**src/rtl/operand_memory_ctrl.sv**
```systemverilog
// Operand/result memory for the FIOS Montgomery multiplier: loads n, n_prime_0, X and Y from BRAM and stores results.
// Optional build macro OPMEM_SCRUB_ON_STORE_EN: scrub operand registers and the n_prime_0 BRAM word after a store.
module operand_memory_ctrl #(
  parameter int S      = 16,
  parameter int W      = 17,
  parameter int BRAM_W = 32,
  parameter int RD_LAT = 2,
  parameter int PE_NB  = (2*S+5)/9+1,
  parameter int AW     = $clog2(3*S+1)
) (
  input  logic                clock_i,
  input  logic                reset_ni,
  input  logic                start_i,
  input  logic                load_store_i,
  input  logic [BRAM_W-1:0]   BRAM_dout_i,
  input  logic [W-1:0]        res_i,
  input  logic                res_push_i,
  input  logic                Y_fetch_i,
  input  logic                n_fetch_i,
  input  logic                shift_X_i,
  output logic                BRAM_en_o,
  output logic                BRAM_we_o,
  output logic [AW-1:0]       BRAM_addr_o,
  output logic [BRAM_W-1:0]   BRAM_din_o,
  output logic [PE_NB*W-1:0]  X_o,
  output logic [W-1:0]        Y_o,
  output logic [W-1:0]        n_o,
  output logic [W-1:0]        n_prime_0_o,
  output logic                busy_o,
  output logic                load_done_o,
  output logic                store_done_o,
  output logic                error_o
);

  localparam int RAW_CW = $clog2(RD_LAT + 1);
  localparam int CW     = (AW > RAW_CW) ? AW : RAW_CW;

  localparam logic [CW-1:0] LAST_ISSUE = CW'(3*S);
  localparam logic [CW-1:0] DRAIN_LAST = CW'(RD_LAT - 1);
  localparam logic [CW-1:0] NP0_ADDR   = CW'(S);
  localparam logic [CW-1:0] X_LAST     = CW'(2*S);
`ifdef OPMEM_SCRUB_ON_STORE_EN
  localparam logic [CW-1:0] STORE_LAST = CW'(S);
`else
  localparam logic [CW-1:0] STORE_LAST = CW'(S - 1);
`endif

  typedef enum logic [2:0] {
    IDLE,
    LOAD_ISSUE,
    LOAD_DRAIN,
    STORE,
    DONE
  } state_e;

  typedef enum logic [1:0] {
    TAG_N,
    TAG_NP0,
    TAG_X,
    TAG_Y
  } tag_e;

  state_e          state_reg, state_next;
  logic [CW-1:0]   cnt_reg, cnt_next;
  logic            op_reg, op_next;

  logic [S*W-1:0]  n_reg;
  logic [S*W-1:0]  x_reg;
  logic [S*W-1:0]  y_reg;
  logic [S*W-1:0]  res_reg;
  logic [W-1:0]    np0_reg;
  logic            error_reg;

  logic [RD_LAT-1:0] vld_pipe;
  tag_e              tag_pipe [RD_LAT];
  tag_e              rd_tag;
  logic              rd_issue;
  logic              cap_vld;
  tag_e              cap_tag;
  logic [W-1:0]      cap_data;

  logic            busy;
  logic            store_last;
  logic            protocol_err;

  // Only the low W bits of a BRAM word carry operand data.
  generate
    if (BRAM_W > W) begin : g_dout_hi
      logic unused_dout_hi;
      assign unused_dout_hi = ^BRAM_dout_i[BRAM_W-1:W];
    end
  endgenerate

  assign busy         = (state_reg != IDLE);
  assign rd_issue     = (state_reg == LOAD_ISSUE);
  assign store_last   = (state_reg == STORE) && (cnt_reg == STORE_LAST);
  assign cap_vld      = vld_pipe[RD_LAT-1];
  assign cap_tag      = tag_pipe[RD_LAT-1];
  assign cap_data     = BRAM_dout_i[W-1:0];
  assign protocol_err = busy && (start_i || Y_fetch_i || n_fetch_i || shift_X_i || res_push_i);

  // Destination of the address currently being issued, from the memory map.
  always_comb begin
    rd_tag = TAG_Y;
    if (cnt_reg < NP0_ADDR) begin
      rd_tag = TAG_N;
    end else if (cnt_reg == NP0_ADDR) begin
      rd_tag = TAG_NP0;
    end else if (cnt_reg <= X_LAST) begin
      rd_tag = TAG_X;
    end
  end

  always_ff @(posedge clock_i) begin
    if (!reset_ni) begin
      state_reg <= IDLE;
      cnt_reg   <= '0;
      op_reg    <= 1'b0;
    end else begin
      state_reg <= state_next;
      cnt_reg   <= cnt_next;
      op_reg    <= op_next;
    end
  end

  always_comb begin
    state_next   = state_reg;
    cnt_next     = cnt_reg;
    op_next      = op_reg;
    BRAM_en_o    = 1'b0;
    BRAM_we_o    = 1'b0;
    BRAM_addr_o  = '0;
    BRAM_din_o   = '0;
    load_done_o  = 1'b0;
    store_done_o = 1'b0;
    case (state_reg)
      IDLE: begin
        cnt_next = '0;
        if (start_i) begin
          op_next    = load_store_i;
          state_next = load_store_i ? STORE : LOAD_ISSUE;
        end
      end
      LOAD_ISSUE: begin
        BRAM_en_o   = 1'b1;
        BRAM_addr_o = AW'(cnt_reg);
        if (cnt_reg == LAST_ISSUE) begin
          cnt_next   = '0;
          state_next = LOAD_DRAIN;
        end else begin
          cnt_next = cnt_reg + CW'(1);
        end
      end
      LOAD_DRAIN: begin
        if (cnt_reg == DRAIN_LAST) begin
          cnt_next   = '0;
          state_next = DONE;
        end else begin
          cnt_next = cnt_reg + CW'(1);
        end
      end
      STORE: begin
        BRAM_en_o   = 1'b1;
        BRAM_we_o   = 1'b1;
        BRAM_addr_o = AW'(cnt_reg);
        BRAM_din_o  = BRAM_W'(res_reg[W-1:0]);
`ifdef OPMEM_SCRUB_ON_STORE_EN
        if (cnt_reg == NP0_ADDR) begin
          BRAM_din_o = '0;
        end
`endif
        if (cnt_reg == STORE_LAST) begin
          cnt_next   = '0;
          state_next = DONE;
        end else begin
          cnt_next = cnt_reg + CW'(1);
        end
      end
      DONE: begin
        load_done_o  = ~op_reg;
        store_done_o = op_reg;
        state_next   = IDLE;
      end
      default: begin
        state_next = IDLE;
      end
    endcase
  end

  // Tag pipeline matches BRAM read latency so each word lands in the right register.
  always_ff @(posedge clock_i) begin
    if (!reset_ni) begin
      vld_pipe <= '0;
      for (int i = 0; i < RD_LAT; i++) begin
        tag_pipe[i] <= TAG_N;
      end
    end else begin
      vld_pipe[0] <= rd_issue;
      tag_pipe[0] <= rd_tag;
      for (int i = 1; i < RD_LAT; i++) begin
        vld_pipe[i] <= vld_pipe[i-1];
        tag_pipe[i] <= tag_pipe[i-1];
      end
    end
  end

  always_ff @(posedge clock_i) begin
    if (!reset_ni) begin
      n_reg     <= '0;
      x_reg     <= '0;
      y_reg     <= '0;
      res_reg   <= '0;
      np0_reg   <= '0;
      error_reg <= 1'b0;
    end else begin
      if (cap_vld) begin
        case (cap_tag)
          TAG_N:   n_reg   <= {cap_data, n_reg[S*W-1:W]};
          TAG_NP0: np0_reg <= cap_data;
          TAG_X:   x_reg   <= {cap_data, x_reg[S*W-1:W]};
          default: y_reg   <= {cap_data, y_reg[S*W-1:W]};
        endcase
      end

      if (!busy) begin
        if (Y_fetch_i) begin
          y_reg <= y_reg >> W;
        end
        if (n_fetch_i) begin
          n_reg <= n_reg >> W;
        end
        if (shift_X_i) begin
          x_reg <= x_reg >> (PE_NB*W);
        end
        if (res_push_i) begin
          res_reg <= {res_i, res_reg[S*W-1:W]};
        end
      end else if (state_reg == STORE) begin
        res_reg <= res_reg >> W;
      end

`ifdef OPMEM_SCRUB_ON_STORE_EN
      if (store_last) begin
        n_reg   <= '0;
        x_reg   <= '0;
        y_reg   <= '0;
        np0_reg <= '0;
      end
`endif

      if (protocol_err) begin
        error_reg <= 1'b1;
      end
    end
  end

  assign X_o         = x_reg[PE_NB*W-1:0];
  assign Y_o         = y_reg[W-1:0];
  assign n_o         = n_reg[W-1:0];
  assign n_prime_0_o = np0_reg;
  assign busy_o      = busy;
  assign error_o     = error_reg;

endmodule

```
**config.mk**
```make
export PLATFORM = sky130hd
export DESIGN_NAME = operand_memory_ctrl
export DESIGN_NICKNAME = d
export VERILOG_FILES = /design/src/rtl/operand_memory_ctrl.sv
export SDC_FILE = /design/constraint.sdc
export NUM_CORES = 2
export LEC_CHECK = 0
export ABC_AREA = 1
export CAP_MARGIN = 20
export CORE_MARGIN = 1
export CORE_UTILIZATION = 59
export CTS_CLUSTER_DIAMETER = 200
export CTS_CLUSTER_SIZE = 14
export DETAILED_ROUTE_END_ITERATION = 8
export GPL_ROUTABILITY_DRIVEN = 0
export PLACE_DENSITY = 0.78
export SYNTH_ARGS = -nofsm -noshare
export SYNTH_HDL_FRONTEND = slang
export SYNTH_SLANG_ARGS = --single-unit
```
**constraint.sdc**
```tcl
create_clock -name clock_i -period 2 [get_ports clock_i]
set_input_delay 0.3 -clock clock_i [delete_from_list [all_inputs] [get_ports clock_i]]
set_output_delay 0.3 -clock clock_i [all_outputs]
set_load 0.01 [all_outputs]
```
Word-level counts from Yosys, hierarchy flattened
Memory sizes are Yosys's and may differ from the RTL's.
Index checks and enable logic that the tools add are counted.
{"block": "op_classes", "n_addsub": 1, "n_mul": 0, "div_mod_pow": 0, "magnitude_cmp": 2, "eq_ne": 15, "shifts": 0, "n_mux": 38, "bitwise": 3, "reduce_logical": 16}
{"operator": "two-way mux 272 bit", "count": 15}
{"operator": "two-way mux 6 bit", "count": 4}
{"operator": "one-hot mux 6 bit (4 select lines)", "count": 1}
{"operator": "two-way mux 17 bit", "count": 1}
{"operator": "two-way mux 3 bit", "count": 4}
{"operator": "one-hot mux 3 bit (4 select lines)", "count": 1}
{"operator": "two-way mux 2 bit", "count": 5}
{"operator": "two-way mux 1 bit", "count": 7}
{"operator": "adder 6 x 1 -> 6 bit (second input constant)", "count": 1}
{"operator": "equality test 3 x 2 -> 1 bit (second input constant)", "count": 2}
{"operator": "equality test 6 x 1 -> 1 bit (second input constant)", "count": 1}
{"operator": "equality test 6 x 4 -> 1 bit (second input constant)", "count": 1}
{"operator": "equality test 6 x 5 -> 1 bit (second input constant)", "count": 1}
{"operator": "equality test 6 bit (second input constant)", "count": 1}
{"operator": "less-or-equal comparator 6 bit (second input constant)", "count": 1}
{"operator": "< comparator 6 x 5 -> 1 bit (second input constant)", "count": 1}
{"operator": "!= test 2 x 1 -> 1 bit (second input constant)", "count": 3}
{"operator": "AND reduction 2 bit", "count": 3}
{"operator": "logical OR 1 bit", "count": 4}
{"operator": "!= test 2 bit (second input constant)", "count": 2}
{"operator": "AND reduction 4 bit", "count": 1}
{"operator": "nonzero test 4 bit", "count": 1}
{"operator": "equality test 3 x 1 -> 1 bit (second input constant)", "count": 1}
{"operator": "equality test 3 bit (second input constant)", "count": 1}
{"operator": "11 further kinds", "count": 12}
{"block": "totals", "regBits": 1118, "latchBits": 0, "ram_bits": 4, "romBits": 0, "inputBits": 57, "out_inout_bits": 180, "wordCells": 86, "mem_count": 1}
{"memory": "tag_pipe", "depth": 2, "word_bits": 2, "read_ports": 2, "rd_ports_with_merged_regs": 0, "write_ports": 2, "line_no": "75", "text": "tag_e tag_pipe [RD_LAT];"}

Logic depth before layout (Yosys ltp)
An unclocked memory read counts as a cell.
{"block": "depth", "word_depth": 7, "mapped_depth": 13, "mapped_depth_nobuf": 9}

Least setup slack after synthesis
Ideal clock, no wire load.
{"block": "synth_timing", "path_type": "flip-flop to flip-flop", "from": "reg state_reg[2]", "to": "reg res_reg[175]", "setup_time_ns": 0.116, "t_arrival_ns": 1.462, "t_required_ns": 1.884, "setup_slack_ns": 0.422, "stages_incl_launch_ff": 13, "n_path_buf": 5, "period_less_slack_ns": 1.578, "path_cell_list": "dfxtp_1 > buf_6 > inv_4 > nand2_4 > inv_2 > buf_6 > nand2_1 > nand2_2 > buf_4 > buf_8 > buf_6 > o21ai_0 > nor2_1"}
{"block": "synth_between", "elab_chain_cells": 3, "elab_cells_between_ends": 6, "cone_classes": "2 x eq/ne; 1 x mux; 3 x reduce/logical"}
{"element": "start: declaration", "line_no": "63", "text": "state_e state_reg, state_next;"}
{"element": "start signal: assignment", "line_no": "120", "text": "state_reg <= state_next;"}
{"element": "nonzero test 3 bit *", "line_no": "94", "text": "assign busy = (state_reg != IDLE);"}
{"element": "via busy_o", "line_no": "29", "text": "output logic busy_o,"}
{"element": "!= test 2 x 1 -> 1 bit (no line) or nonzero test 2 bit (tied branches)"}
{"element": "AND reduction 2 bit (no line)"}
{"element": "end signal: assignment", "line_no": "236", "text": "res_reg <= {res_i, res_reg[S*W-1:W]};"}
{"element": "end signal: assignment", "line_no": "239", "text": "res_reg <= res_reg >> W;"}
{"element": "end: declaration", "line_no": "70", "text": "logic [S*W-1:0] res_reg;"}
Mark *: on every way through the listed nets, which the timed path passes. The rest lies on a longest branch.
A chain may end at the register's enable or synchronous reset.

Worst setup path in the final report
{"block": "layout_timing", "from": "reg state_reg[1]", "to": "out BRAM_din_o[16]"}
{"block": "layout_between", "elab_chain_cells": 2}
{"element": "equality test 3 x 2 -> 1 bit", "line_no": "136", "text": "case (state_reg)"}
{"element": "two-way mux 17 bit", "line_no": "136"}
{"element": "end: declaration", "line_no": "24", "text": "output logic [BRAM_W-1:0] BRAM_din_o,"}
Every way passes these cells.

==> results_dict.tcl <==
set metrics [dict create \
    leakage_uw 0.0192 \
    numCtsBuffers 90 \
    htree_levels 3 \
    synth_area_sq_um 42000 \
    drc_errors 0 \
    clk_pin_slew_ns 0.07 \
    fillers 5831 \
    fmaxAchievable_ghz 0.499 \
    hold_path.class "in2reg" \
    drtPass1Iterations 8 \
    cts_tree "done" \
    outcome "finished, violations left" \
    grt_antenna_before_repair 0 \
    fin_ws_ns -0.00367 \
    route.met2.wl_microns 41000 \
    layout.nets 5102 \
    clkLatencyLatePin_ns 0.63 \
    cp.arrival_ns 1.70 \
    combPwrFrac_pct 28.1 \
    ant_nets 0 \
    critPathMaxFanout 9 \
    drt_iter0_drc 2989 \
    cts_buffer_depth 3 \
    ys_warn_count 0 \
    grt-ovfl-total 0 \
    initial_core_util_pct 59.7 \
    grt_pass1_vias 29500 \
    p_int_uw 43100 \
    dp_cells 5886 \
    sw_frac_of_total_pct 33.7 \
    critical_path.slowest_cell "dfxtp_4" \
    antennaDiodeCount 0 \
    critPathMaxStageDelay_ns 0.39 \
    tightest_slew_ns 0.945 \
    synth_top_cell_area_share_pct 53.5 \
    clock-skew-final_ns 0.0196 \
    clock-root-buffer "clkbuf_16" \
    io_buffers 206 \
    yosysTopAreaCell "dfxtp_1" \
    finalMaxSlewViolations 0 \
    dieHeight_microns 269 \
    fp-row-count 97 \
    hpwlAfterDp_microns 54500 \
    ys_seq_area_share_pct 53.5 \
    seq_power_share_pct 47.9 \
    syn_avg_cell_area_sq_um 8.14 \
    p_sw_uw 21900 \
    viasPerCell 5.49 \
    synth_cell_types 30 \
    yosys-top-cells-area "dfxtp_1, nor2_1, o21ai_0, mux2i_1, nand4_1" \
    fp.dieW_microns 269 \
    finalSetupViolations 1 \
    p_per_area_nw_per_um2 1390 \
    clockPowerShare_pct 24.0 \
    peakVddDrop_v 0.00101 \
    grt_start_max_net_pins 126 \
    layout-drive-gt1-share_pct 6.28 \
    top_layer_used "met5" \
    track_usage_pct 24.0 \
    dr_total_vias 32900 \
    period_needed_ns 2.00 \
    max_cap_violations 0 \
    min_period_over_period_pct 100 \
    final.setup.tns_ns -0.00367 \
    slew_headroom_pct 37.0 \
    path_delay_family "flip-flops" \
    wl_met1_microns 41400 \
    violations "setup timing" \
    layout_common_cells "nor2_1, dfxtp_1, o21ai_0, nand4_1, mux2i_1" \
    syn_to_final_growth_pct 11.1 \
    layout_commonest_cell "nor2_1" \
    ys_seq_elements 1122 \
    path_cells "nand2_4, nor2_4, buf_12, inv_16, nor2_2, buf_6" \
    place_ws_ns 0.0619 \
    endpoint_kind "primary output" \
    die-area_sq_um 72200 \
    dr_wl_met3_microns 4600 \
    cp.required_ns 1.70 \
    pin_count 237 \
    hold_viol_final 0 \
    fin_cells 5986 \
    coreArea_sq_um 70300 \
    criticalPathCategory "reg2out" \
    cts.sinks 1122 \
    synthCells 5157 \
    critPathBufInv 3 \
    grt_pass1_wl_microns 146000 \
    rsz0062_at_grt "true" \
    wl_microns 89100 \
    avgRoutedWirePerCell_microns 14.9 \
    startpoint_type "flip-flop" \
]
==> stage by stage <==
stage | power [uW] | hold WS (ns) | util (%) | instance area, sq um
2_1_floorplan | 45000 | 0.390 | - | 42000
3_3_place_gp | 49000 | 0.394 | 62.8 | 44100
3_5_place_dp | 49500 | 0.398 | 62.8 | 44100
4_1_cts | 65300 | 0.0491 | 66.2 | 46500
5_1_grt | 69700 | 0.0878 | 66.4 | 46600
6_report | 65000 | 0.0749 | 66.4 | 46600
==> layout make-up <==
class,instances,area [sq um],share of cell area (%)
timing repair inverter,1,20.0,0.0429
clock buffer,93,2310,4.94
timing repair buffer,346,3790,8.12
clock inverter,3,41.3,0.0885
inverter,63,280,0.601
sequential,1122,22500,48.2
multi-input combinational,3418,16500,35.5
tap,940,1180,2.52
==> synth_stat cells, drive strengths merged <==
library cell / number
xor2: 1
a21oi: 158
o211ai: 1
nand4: 293
clkbuf: 240
inv: 63
conb: 1
and2: 1
nand2: 176
ha: 3
a211oi: 18
nand3: 44
nor3: 18
buf: 328
o21ai: 959
mux2i: 187
nor2: 1544
dfxtp: 1122
==> worst paths after layout <==
kind	slack [ns]	depth (start not counted)	endpoint	from
worst max-delay path	-0.004	6	BRAM_din_o[16]	state_reg[1]
worst min-delay path	0.07	3	n_prime_0_o[14]	reset_ni
worst max register to register	0.12	8	res_reg[269]	state_reg[0]
worst min register to register	0.41	2	vld_pipe[1]	vld_pipe[0]
==> worst reg2reg max path: cells and delay by family (launching register included) <==
family	cells	cell delay (ns)
buffers and inverters	2	0.43
DFF	1	0.37
and+or+nand+nor	5	0.87
AOI/OAI and AO/OA	1	0.16
==> power by group through the flow <==
stage          clock [uW]  combinational [uW]  sequential [uW]
2_1_floorplan           0               14200            30800
3_3_place_gp            0               17700            31300
3_5_place_dp            0               18000            31500
4_1_cts             15900               18300            31100
5_1_grt             16800               21000            31900
6_report            15600               18300            31100
==> routing by layer <==
metal	up-vias	global-route usage [%]
li1	16800	-
met1	15300	33.2
met2	653	38.2
met3	141	4.29
met4	2	7.51
met5	-	0.878
==> logic make-up (layout without fill, tap and decap cells) <==
kind of cell	count (synthesis)	in the layout	share of synthesized area [%]
muxes	187	187	4.46
other	1	15	0.00893
DFF	1122	1122	53.5
and+or+nand+nor	2076	2076	20.6
AOI/OAI and AO/OA	1136	1136	13.7
buffers and inverters	631	506	7.68
xor gates and xnor gates	1	1	0.0209
adders and majority gates	3	3	0.0894
==> repair_timing <==
action | 4_1_cts | 5_1_grt
hold buffers | 0 | 0
setup buffers | 2 | 1
gates resized for setup | 152 | 30
endpoints found under the setup margin | 34 | 32
hold endpoints to repair | 0 | 0
pin swaps | 1 | 1
cloned | 1 | 0
(Power assumes the default switching activity.)
